[src/rtl/move_history_board.sv]
// rtl/move_history_board.sv - tic-tac-toe board with per-player vanishing-move history FIFOs
// Optional TURN_CHECK_EN adds turn tracking and the turn output.
module move_history_board #(
    parameter int CELLS = 9,
    parameter int PW    = 4,
    parameter int DEPTH = 3
) (
    input  logic                 clk,
    input  logic                 rst,
    input  logic                 clear,
    input  logic                 mv_valid,
    input  logic                 mv_player,
    input  logic [PW-1:0]        mv_pos,
    output logic                 mv_ready,
    output logic                 mv_done,
    output logic                 mv_reject,
    output logic                 evict_valid,
    output logic [PW-1:0]        evict_pos,
    output logic [2*CELLS-1:0]   board,
    output logic [3:0]           o_count,
    output logic [3:0]           x_count
`ifdef TURN_CHECK_EN
    ,
    output logic                 turn
`endif
);

    typedef enum logic {IDLE, COMMIT} state_t;

    localparam logic [2:0] LAST = 3'(DEPTH - 1);

    state_t         state, state_next;
    logic           cur_player;
    logic [PW-1:0]  cur_pos;
    logic [PW-1:0]  hist [2][DEPTH];
    logic [2:0]     head [2];
    logic [2:0]     tail [2];
    logic [3:0]     cnt  [2];

    logic           in_range, occupied, turn_ok, accept, legal;
    logic [2:0]     head_sel, tail_sel;
    logic [3:0]     cnt_sel;
    logic [PW-1:0]  evict_cell;
    logic           full;

    function automatic logic [2:0] wrap(input logic [2:0] p);
        return (p == LAST) ? 3'd0 : p + 3'd1;
    endfunction

    // Range and occupancy looked up by compare so out-of-range positions never index the board
    always_comb begin
        in_range = 1'b0;
        occupied = 1'b0;
        for (int i = 0; i < CELLS; i++) begin
            if (mv_pos == PW'(i)) begin
                in_range = 1'b1;
                occupied = (board[2*i +: 2] != 2'b00);
            end
        end
    end

`ifdef TURN_CHECK_EN
    assign turn_ok = (mv_player == turn);
`else
    assign turn_ok = 1'b1;
`endif

    assign accept  = mv_valid & mv_ready;
    assign legal   = in_range & ~occupied & turn_ok;
    assign o_count = cnt[0];
    assign x_count = cnt[1];

    always_comb begin
        state_next = state;
        mv_ready   = 1'b0;
        case (state)
            IDLE: begin
                mv_ready = ~clear;
                if (accept && legal)
                    state_next = COMMIT;
            end
            COMMIT: state_next = IDLE;
            default: state_next = IDLE;
        endcase
        if (clear)
            state_next = IDLE;
    end

    always_ff @(posedge clk or negedge rst) begin
        if (!rst)
            state <= IDLE;
        else
            state <= state_next;
    end

    always_comb begin
        head_sel   = head[cur_player];
        tail_sel   = tail[cur_player];
        cnt_sel    = cnt[cur_player];
        evict_cell = '0;
        for (int k = 0; k < DEPTH; k++)
            if (head_sel == 3'(k))
                evict_cell = hist[cur_player][k];
        full = (cnt_sel == 4'(DEPTH));
    end

    always_ff @(posedge clk or negedge rst) begin
        if (!rst) begin
            board       <= '0;
            mv_done     <= 1'b0;
            mv_reject   <= 1'b0;
            evict_valid <= 1'b0;
            evict_pos   <= '0;
            cur_player  <= 1'b0;
            cur_pos     <= '0;
            for (int p = 0; p < 2; p++) begin
                head[p] <= '0;
                tail[p] <= '0;
                cnt[p]  <= '0;
                for (int k = 0; k < DEPTH; k++)
                    hist[p][k] <= '0;
            end
`ifdef TURN_CHECK_EN
            turn <= 1'b0;
`endif
        end else begin
            mv_done     <= 1'b0;
            mv_reject   <= 1'b0;
            evict_valid <= 1'b0;
            if (clear) begin
                board     <= '0;
                evict_pos <= '0;
                for (int p = 0; p < 2; p++) begin
                    head[p] <= '0;
                    tail[p] <= '0;
                    cnt[p]  <= '0;
                end
`ifdef TURN_CHECK_EN
                turn <= 1'b0;
`endif
            end else if (state == IDLE) begin
                if (accept) begin
                    if (legal) begin
                        cur_player <= mv_player;
                        cur_pos    <= mv_pos;
                    end else begin
                        mv_reject <= 1'b1;
                    end
                end
            end else begin
                mv_done <= 1'b1;
                // Evicted cell is never the new cell, so both writes can land in one update
                for (int i = 0; i < CELLS; i++) begin
                    if (full && evict_cell == PW'(i))
                        board[2*i +: 2] <= 2'b00;
                    if (cur_pos == PW'(i))
                        board[2*i +: 2] <= cur_player ? 2'b10 : 2'b01;
                end
                for (int k = 0; k < DEPTH; k++)
                    if (tail_sel == 3'(k))
                        hist[cur_player][k] <= cur_pos;
                tail[cur_player] <= wrap(tail_sel);
                if (full) begin
                    head[cur_player] <= wrap(head_sel);
                    evict_valid      <= 1'b1;
                    evict_pos        <= evict_cell;
                end else begin
                    cnt[cur_player] <= cnt_sel + 4'd1;
                end
`ifdef TURN_CHECK_EN
                turn <= ~turn;
`endif
            end
        end
    end

endmodule

[config.mk]
export PLATFORM = sky130hd
export DESIGN_NAME = move_history_board
export DESIGN_NICKNAME = d
export VERILOG_FILES = /design/src/rtl/move_history_board.sv
export SDC_FILE = /design/constraint.sdc
export NUM_CORES = 1
export LEC_CHECK = 0
export BUFFER_PORTS_ARGS = -buffer_cell sky130_fd_sc_hd__buf_2
export CAP_MARGIN = 20
export CORE_MARGIN = 4
export CORE_UTILIZATION = 59
export DETAILED_ROUTE_END_ITERATION = 6
export PLACE_DENSITY = 0.8
export SLEW_MARGIN = 10
export SYNTH_ARGS = -nofsm -noshare
export SYNTH_HDL_FRONTEND = slang
export SYNTH_SLANG_ARGS = --single-unit
[constraint.sdc]
create_clock -name clk -period 3.5 [get_ports clk]
set_clock_uncertainty 0.15 [all_clocks]
set_input_delay 0 -clock clk [delete_from_list [all_inputs] [get_ports clk]]
set_output_delay 0 -clock clk [all_outputs]
set_load 0.02 [all_outputs]
Word-level counts from Yosys, hierarchy flattened
Index checks and enable logic that the tools add are counted.
Widths: inputs -> output; s select.
{"block": "classes", "n_addsub": 3, "mul": 0, "n_div": 0, "magnitude_cmp": 2, "n_eq_ne": 30, "shift": 0, "muxes": 103, "bitwise": 6, "n_reduce_logical": 49}
{"cell": "$mux 24", "count": 7}
{"cell": "$bwmux 24", "count": 3}
{"cell": "$eq 4x3->1 const B", "count": 12}
{"cell": "$mux 12", "count": 4}
{"cell": "$mux 4", "count": 11}
{"cell": "$mux 2", "count": 19}
{"cell": "$demux 12 s1", "count": 3}
{"cell": "$mux 18", "count": 2}
{"cell": "$mux 8", "count": 4}
{"cell": "$mux 1", "count": 30}
{"cell": "$mux 6", "count": 5}
{"cell": "$eq 4x2->1 const B", "count": 7}
{"cell": "$mux 3", "count": 9}
{"cell": "$reduce_bool 3->1", "count": 9}
{"cell": "$reduce_and 2->1", "count": 12}
{"cell": "$reduce_bool 2->1", "count": 11}
{"cell": "$bwmux 6", "count": 2}
{"cell": "$eq 4x1->1 const B", "count": 3}
{"cell": "$eq 4x4->1 const B", "count": 3}
{"cell": "$logic_not 4->1", "count": 3}
{"cell": "$logic_and 1x1->1", "count": 11}
{"cell": "$bwmux 8", "count": 1}
{"cell": "$add 3x1->3 const B", "count": 2}
{"cell": "$eq 3x1->1 const B", "count": 2}
{"cell": "13 further kinds", "count": 18}
{"block": "totals", "reg_bits": 75, "latchBits": 0, "ram_bits": 0, "mem_bits_ro": 0, "inputBits": 9, "out_inout_bits": 34, "elab_cells": 221, "memories": 0}

Logic depth before layout (Yosys ltp)
{"block": "logic_depth", "ltp_word": 16, "mapped_depth": 11, "depth_no_buf": 7}

Least setup slack after synthesis
No wires, ideal clock.
{"block": "synth_timing", "kind": "flip-flop to flip-flop", "startpoint": "reg cur_player", "endpoint": "reg cnt (netlist bit o_count[3])", "setup_time_ns": 0.132, "t_arrival_ns": 2.407, "t_required_ns": 3.218, "path_slack_ns": 0.811, "stages_incl_launch_ff": 11, "path_buffers": 3, "synth_period_minus_slack_ns": 2.689, "path_cell_list": "dfrtp_1 buf_6 buf_12 buf_6 mux2_2 ha_1 and4bb_2 or2_2 nor2_1 mux2i_1 nor2_1"}
{"block": "synth_between", "elab_chain_cells": 9, "word_cells_on_any_way": 17, "classes_between": "add/sub: 1; order compare: 2; eq/ne: 2; mux: 9; bitwise: 1; reduce/logical: 2"}
{"item": "from (decl)", "line_no": "33", "source": "logic cur_player;"}
{"item": "from (signal assigned)", "line_no": "144", "source": "cur_player <= mv_player;"}
{"item": "$not 1->2 (not written as such) (*)", "line_no": "99, 168"}
{"item": "$mux 4 (not written as such), or another cell as far along", "line_no": "99", "source": "cnt_sel = cnt[cur_player];"}
{"item": "$mux 4 (not written as such) / $logic_and 1x1->1 (equally long branches)", "line_no": "99, 168"}
{"item": "$mux 4 (on tied branches)", "line_no": "99, 168"}
{"item": "$add 4x1->4 / $demux 4 s1 (equally long branches)", "line_no": "168", "source": "cnt[cur_player] <= cnt_sel + 4'd1;"}
{"item": "$bwmux 8", "line_no": "168"}
{"item": "$mux 8", "line_no": "163", "source": "if (full) begin"}
{"item": "$mux 8", "line_no": "141", "source": "end else if (state == IDLE) begin"}
{"item": "$mux 8", "line_no": "130", "source": "if (clear) begin"}
{"item": "to (signal, indexed assignment)", "line_no": "168"}
{"item": "to (decl)", "line_no": "38", "source": "logic [3:0] cnt [2];"}
Mark *: on every way between the ends. The rest lies on a longest branch, timed or not. The select of a mux whose other input is x is not followed.
A chain may end at the register's enable or synchronous reset.

Final worst setup path
{"block": "layout_timing", "startpoint": "in clear", "endpoint": "reg cur_pos[2]"}
{"block": "layout_between", "elab_chain_cells": 4}
{"item": "from (decl)", "line_no": "10", "source": "input logic clear,"}
{"item": "$not 1->1 (no line) (*)"}
{"item": "$mux 1", "line_no": "76", "source": "case (state)"}
{"item": "$and 1x1->1", "line_no": "68", "source": "assign accept = mv_valid & mv_ready;"}
{"item": "$reduce_and 4->1 (no line) (*)"}
{"item": "to (signal assigned)", "line_no": "145", "source": "cur_pos <= mv_pos;"}
{"item": "to (decl)", "line_no": "34", "source": "logic [PW-1:0] cur_pos;"}
Mark *: on every way between the ends. The rest lies on a longest branch, timed or not.

==> qor.json <==
{
  "clock_power_share": {"value": 27.7, "unit": "%"},
  "max_cap_violations": {"value": 0},
  "outcome": {"value": "finished, final reports clean"},
  "synth_seq_area_share": {"value": 46.9, "unit": "%"},
  "cts-buffers-inserted": {"value": 9},
  "remaining_drc_errors": {"value": 0},
  "cts_max_path_buffers": {"value": 2},
  "avg_synthesized_cell_area": {"value": 11.2, "unit": "um2"},
  "ys_async_sr_fraction": {"value": 100, "unit": "%"},
  "power.internal": {"value": 1.61, "unit": "mW"},
  "track_usage": {"value": 23.9, "unit": "%"},
  "cp-start-kind": {"value": "input pin"},
  "cts.root.buffer_cell": {"value": "sky130_fd_sc_hd__clkbuf_8"},
  "global_route.overflow_total": {"value": 0},
  "cts.htree.levels": {"value": 3},
  "netlist_area_before_placement": {"value": 0.00400, "unit": "mm2"},
  "cts_tree": {"value": "yes"},
  "layout.nets": {"value": 418},
  "ys.warnings.count": {"value": 0},
  "dpl.hpwl": {"value": 6350, "unit": "um"},
  "vias_per_cell": {"value": 6.30},
  "drt_iter0_drc": {"value": 329},
  "stdcell_area": {"value": 0.00452, "unit": "mm2"},
  "relSlewSlack": {"value": 38.1, "unit": "%"},
  "leakagePower": {"value": 2.10, "unit": "nW"},
  "cts.reportedPaths.clkPinSlew": {"value": 0.08, "unit": "ns"},
  "power.net_switching": {"value": 815, "unit": "uW"},
  "synthesized_netlist_cell_count": {"value": 358},
  "final.period_utilization": {"value": 86.3, "unit": "%"},
  "starting_density_of_the_core": {"value": 61.9, "unit": "%"},
  "die-area": {"value": 0.00816, "unit": "mm2"},
  "clock_insertion_delay_worst_skew": {"value": 0.34, "unit": "ns"},
  "combPwrFrac": {"value": 26.1, "unit": "%"},
  "slew_violations": {"value": 0},
  "crit_path_max_fanout": {"value": 43},
  "finalSetupTns": {"value": 0, "unit": "ns"},
  "cts_setup_buffers": {"value": 0},
  "ir_worst_vdd": {"value": 0.403, "unit": "mV"},
  "report.power.total": {"value": 2.43, "unit": "mW"},
  "design.portCount": {"value": 43},
  "gp_congestion": {"value": 0.843},
  "actual_slew_at_the_worst_max_slew_pin": {"value": 0.929, "unit": "ns"},
  "netSwitchingFraction": {"value": 33.6, "unit": "%"},
  "most_used_flip_flop_cell_after_synthesis": {"value": "sky130_fd_sc_hd__dfrtp_1"},
  "detail-route-antenna-nets": {"value": 0},
  "antenna_found_initial": {"value": 0},
  "power_per_cell_area": {"value": 536, "unit": "mW/mm2"},
  "final_common_cell": {"value": "sky130_fd_sc_hd__dfrtp_1"},
  "post_cts.resized_instances": {"value": 0},
  "detail_route.first_pass.iterations": {"value": 5},
  "seq_power_share": {"value": 46.2, "unit": "%"},
  "placement.cell_area": {"value": 0.00423, "unit": "mm2"},
  "finalHoldViolations": {"value": 0},
  "clock-sinks": {"value": 75},
  "hold_path.class": {"value": "in2async"},
  "r2r-end": {"value": "board[13]"},
  "worst-r2r-setup-slack": {"value": 0.55, "unit": "ns"},
  "rr_startpoint": {"value": "cur_player"},
  "rsz_0062_raised_after_global_routing": {"value": "false"},
  "finalCriticalPeriod": {"value": 3.02, "unit": "ns"},
  "grt_max_degree": {"value": 76},
  "flow.area_growth_from_synthesis": {"value": 13.1, "unit": "%"},
  "place.port_buffers": {"value": 42},
  "grt_first_pass_wirelength": {"value": 15600, "unit": "um"},
  "via_count": {"value": 3080},
  "most-common-layout-cells": {"value": "sky130_fd_sc_hd__dfrtp_1 (75), sky130_fd_sc_hd__buf_2 (41), sky130_fd_sc_hd__nor2_1 (39)"},
  "worst-r2r-cell-count": {"value": 7},
  "synth_enable_flop_cells": {"value": 0},
  "worstSetupPathType": {"value": "in2reg"},
  "post-route-util": {"value": 70.1, "unit": "%"},
  "crit_arrival": {"value": 3.15, "unit": "ns"},
  "worst_setup_path_endpoint": {"value": "cur_pos[2]"},
  "number_of_global_route_vias_before_repair": {"value": 3056},
  "routed_wl": {"value": 9060, "unit": "um"},
  "report.final.setup_viol": {"value": 0},
  "die_width": {"value": 90.3, "unit": "um"},
  "timing.hold.ws": {"value": 0.180, "unit": "ns"},
  "placement_rows": {"value": 29},
  "worst_setup_path_startpoint": {"value": "clear"},
  "avgRoutedWirePerCell": {"value": 18.5, "unit": "um"},
  "height_of_the_die": {"value": 90.3, "unit": "um"},
  "antenna-diode-count": {"value": 0},
  "synth.net_count": {"value": 368},
  "core": {"value": 0.00646, "unit": "mm2"},
  "endpoint_kind": {"value": "register"},
  "drive_gt1_share": {"value": 29.1, "unit": "%"},
  "clock.fmax": {"value": 0.331, "unit": "GHz"},
  "cp_data_required_time": {"value": 3.63, "unit": "ns"},
  "synth.ff_latch_count": {"value": 75},
  "hold_buffers": {"value": 10},
  "netlist-cell-type-count": {"value": 52}
}
-- flip-flops by register name (all words and copies together) (netlist names) --
name,cells
o_count,4
x_count,4
head,6
tail,6
cur_pos,4
mv_done,1
evict_pos,4
evict_valid,1
mv_reject,1
hist,24
cur_player,1
state,1
board,18
-- critical path, cell delays in order --
cell	delay, ns
sky130_fd_sc_hd__dlygate4sd3_1	0.53
sky130_fd_sc_hd__buf_2	0.13
sky130_fd_sc_hd__buf_4	0.26
sky130_fd_sc_hd__nor2_1	0.14
sky130_fd_sc_hd__buf_4	0.26
sky130_fd_sc_hd__nand2_1	0.14
sky130_fd_sc_hd__or4bb_1	0.50
sky130_fd_sc_hd__dlygate4sd3_1	0.57
sky130_fd_sc_hd__nand2_1	0.06
sky130_fd_sc_hd__dlygate4sd3_1	0.54
-- kinds of logic after synthesis --
kind of cell / Yosys count / share of synthesized area, %
xor gates and xnor gates: 7 / 1.53
DFF: 75 / 46.9
buffers and inverters: 36 / 4.57
adders and majority gates: 1 / 0.313
and+or+nand+nor: 112 / 15.2
muxes: 59 / 17.9
AOI/OAI and AO/OA: 68 / 13.5
-- worst min-delay path by stage --
stage | from | to | slack, ns
6_report | rst | board[0] | 0.18
5_1_grt | rst | board[1] | 0.28
4_1_cts | rst | board[4] | 0.22
3_5_place_dp | rst | board[1] | 0.04
3_3_place_gp | rst | board[0] | 0.04
2_1_floorplan | rst | board[0] | -0.45
-- cell type report --
type	instances	area [um2]
tap	77	96.3
sequential	75	1880
clock buffer	13	159
timing repair buffer	57	350
clock inverter	2	35.0
fill	469	1930
inverter	18	67.6
multi-input combinational	247	1940
-- per-stage QoR --
stage	setup slack, ns	cells
2_1_floorplan	0.811	358
3_3_place_gp	0.678	464
3_5_place_dp	0.586	464
4_1_cts	0.525	489
5_1_grt	0.339	489
6_report	0.478	489
-- power groups by stage --
stage,combinational [mW],sequential (mW),clock (mW)
global route,0.690,1.14,0.728
finish,0.633,1.12,0.671
global placement,0.609,1.13,0
CTS,0.631,1.12,0.681
floorplan,0.476,1.10,0
detailed placement,0.617,1.13,0
-- synthesized netlist by cell type, drive strengths merged (2+ instances only) --
cell type | count | area (um2)
or4 | 2 | 15.0
xnor2 | 4 | 35.0
inv | 18 | 67.6
nor4 | 9 | 68.8
nand3b | 2 | 15.0
o21ai | 10 | 50.0
mux4 | 3 | 71.3
mux2 | 38 | 439
a211o | 2 | 17.5
nand4b | 2 | 17.5
nand2b | 4 | 25.0
nor2b | 7 | 43.8
a31o | 2 | 17.5
dfrtp | 75 | 1880
a21oi | 10 | 50.1
nor3b | 3 | 27.5
buf | 6 | 70.1
o41ai | 14 | 123
nor2 | 40 | 153
xor2 | 3 | 26.3
nand3 | 5 | 25.0
nand2 | 16 | 60.1
mux2i | 18 | 205
nor3 | 11 | 55.1
a22oi | 17 | 128
a32o | 3 | 33.8
a22o | 2 | 17.5
or2 | 3 | 18.8
a32oi | 3 | 48.8
clkbuf | 12 | 45.0
and2 | 2 | 12.5
nor4b | 3 | 41.3
o311ai | 2 | 17.5
-- routing by layer --
layer	GRT usage (%)	share of wire, %	vias up
met5	0	0	-
met3	6.08	6.7	14
met2	34.0	46	97
met4	9.95	1.3	0
met1	34.7	46	1537
li1	-	-	1432
No activity file was read; power rests on OpenSTA's default activity.
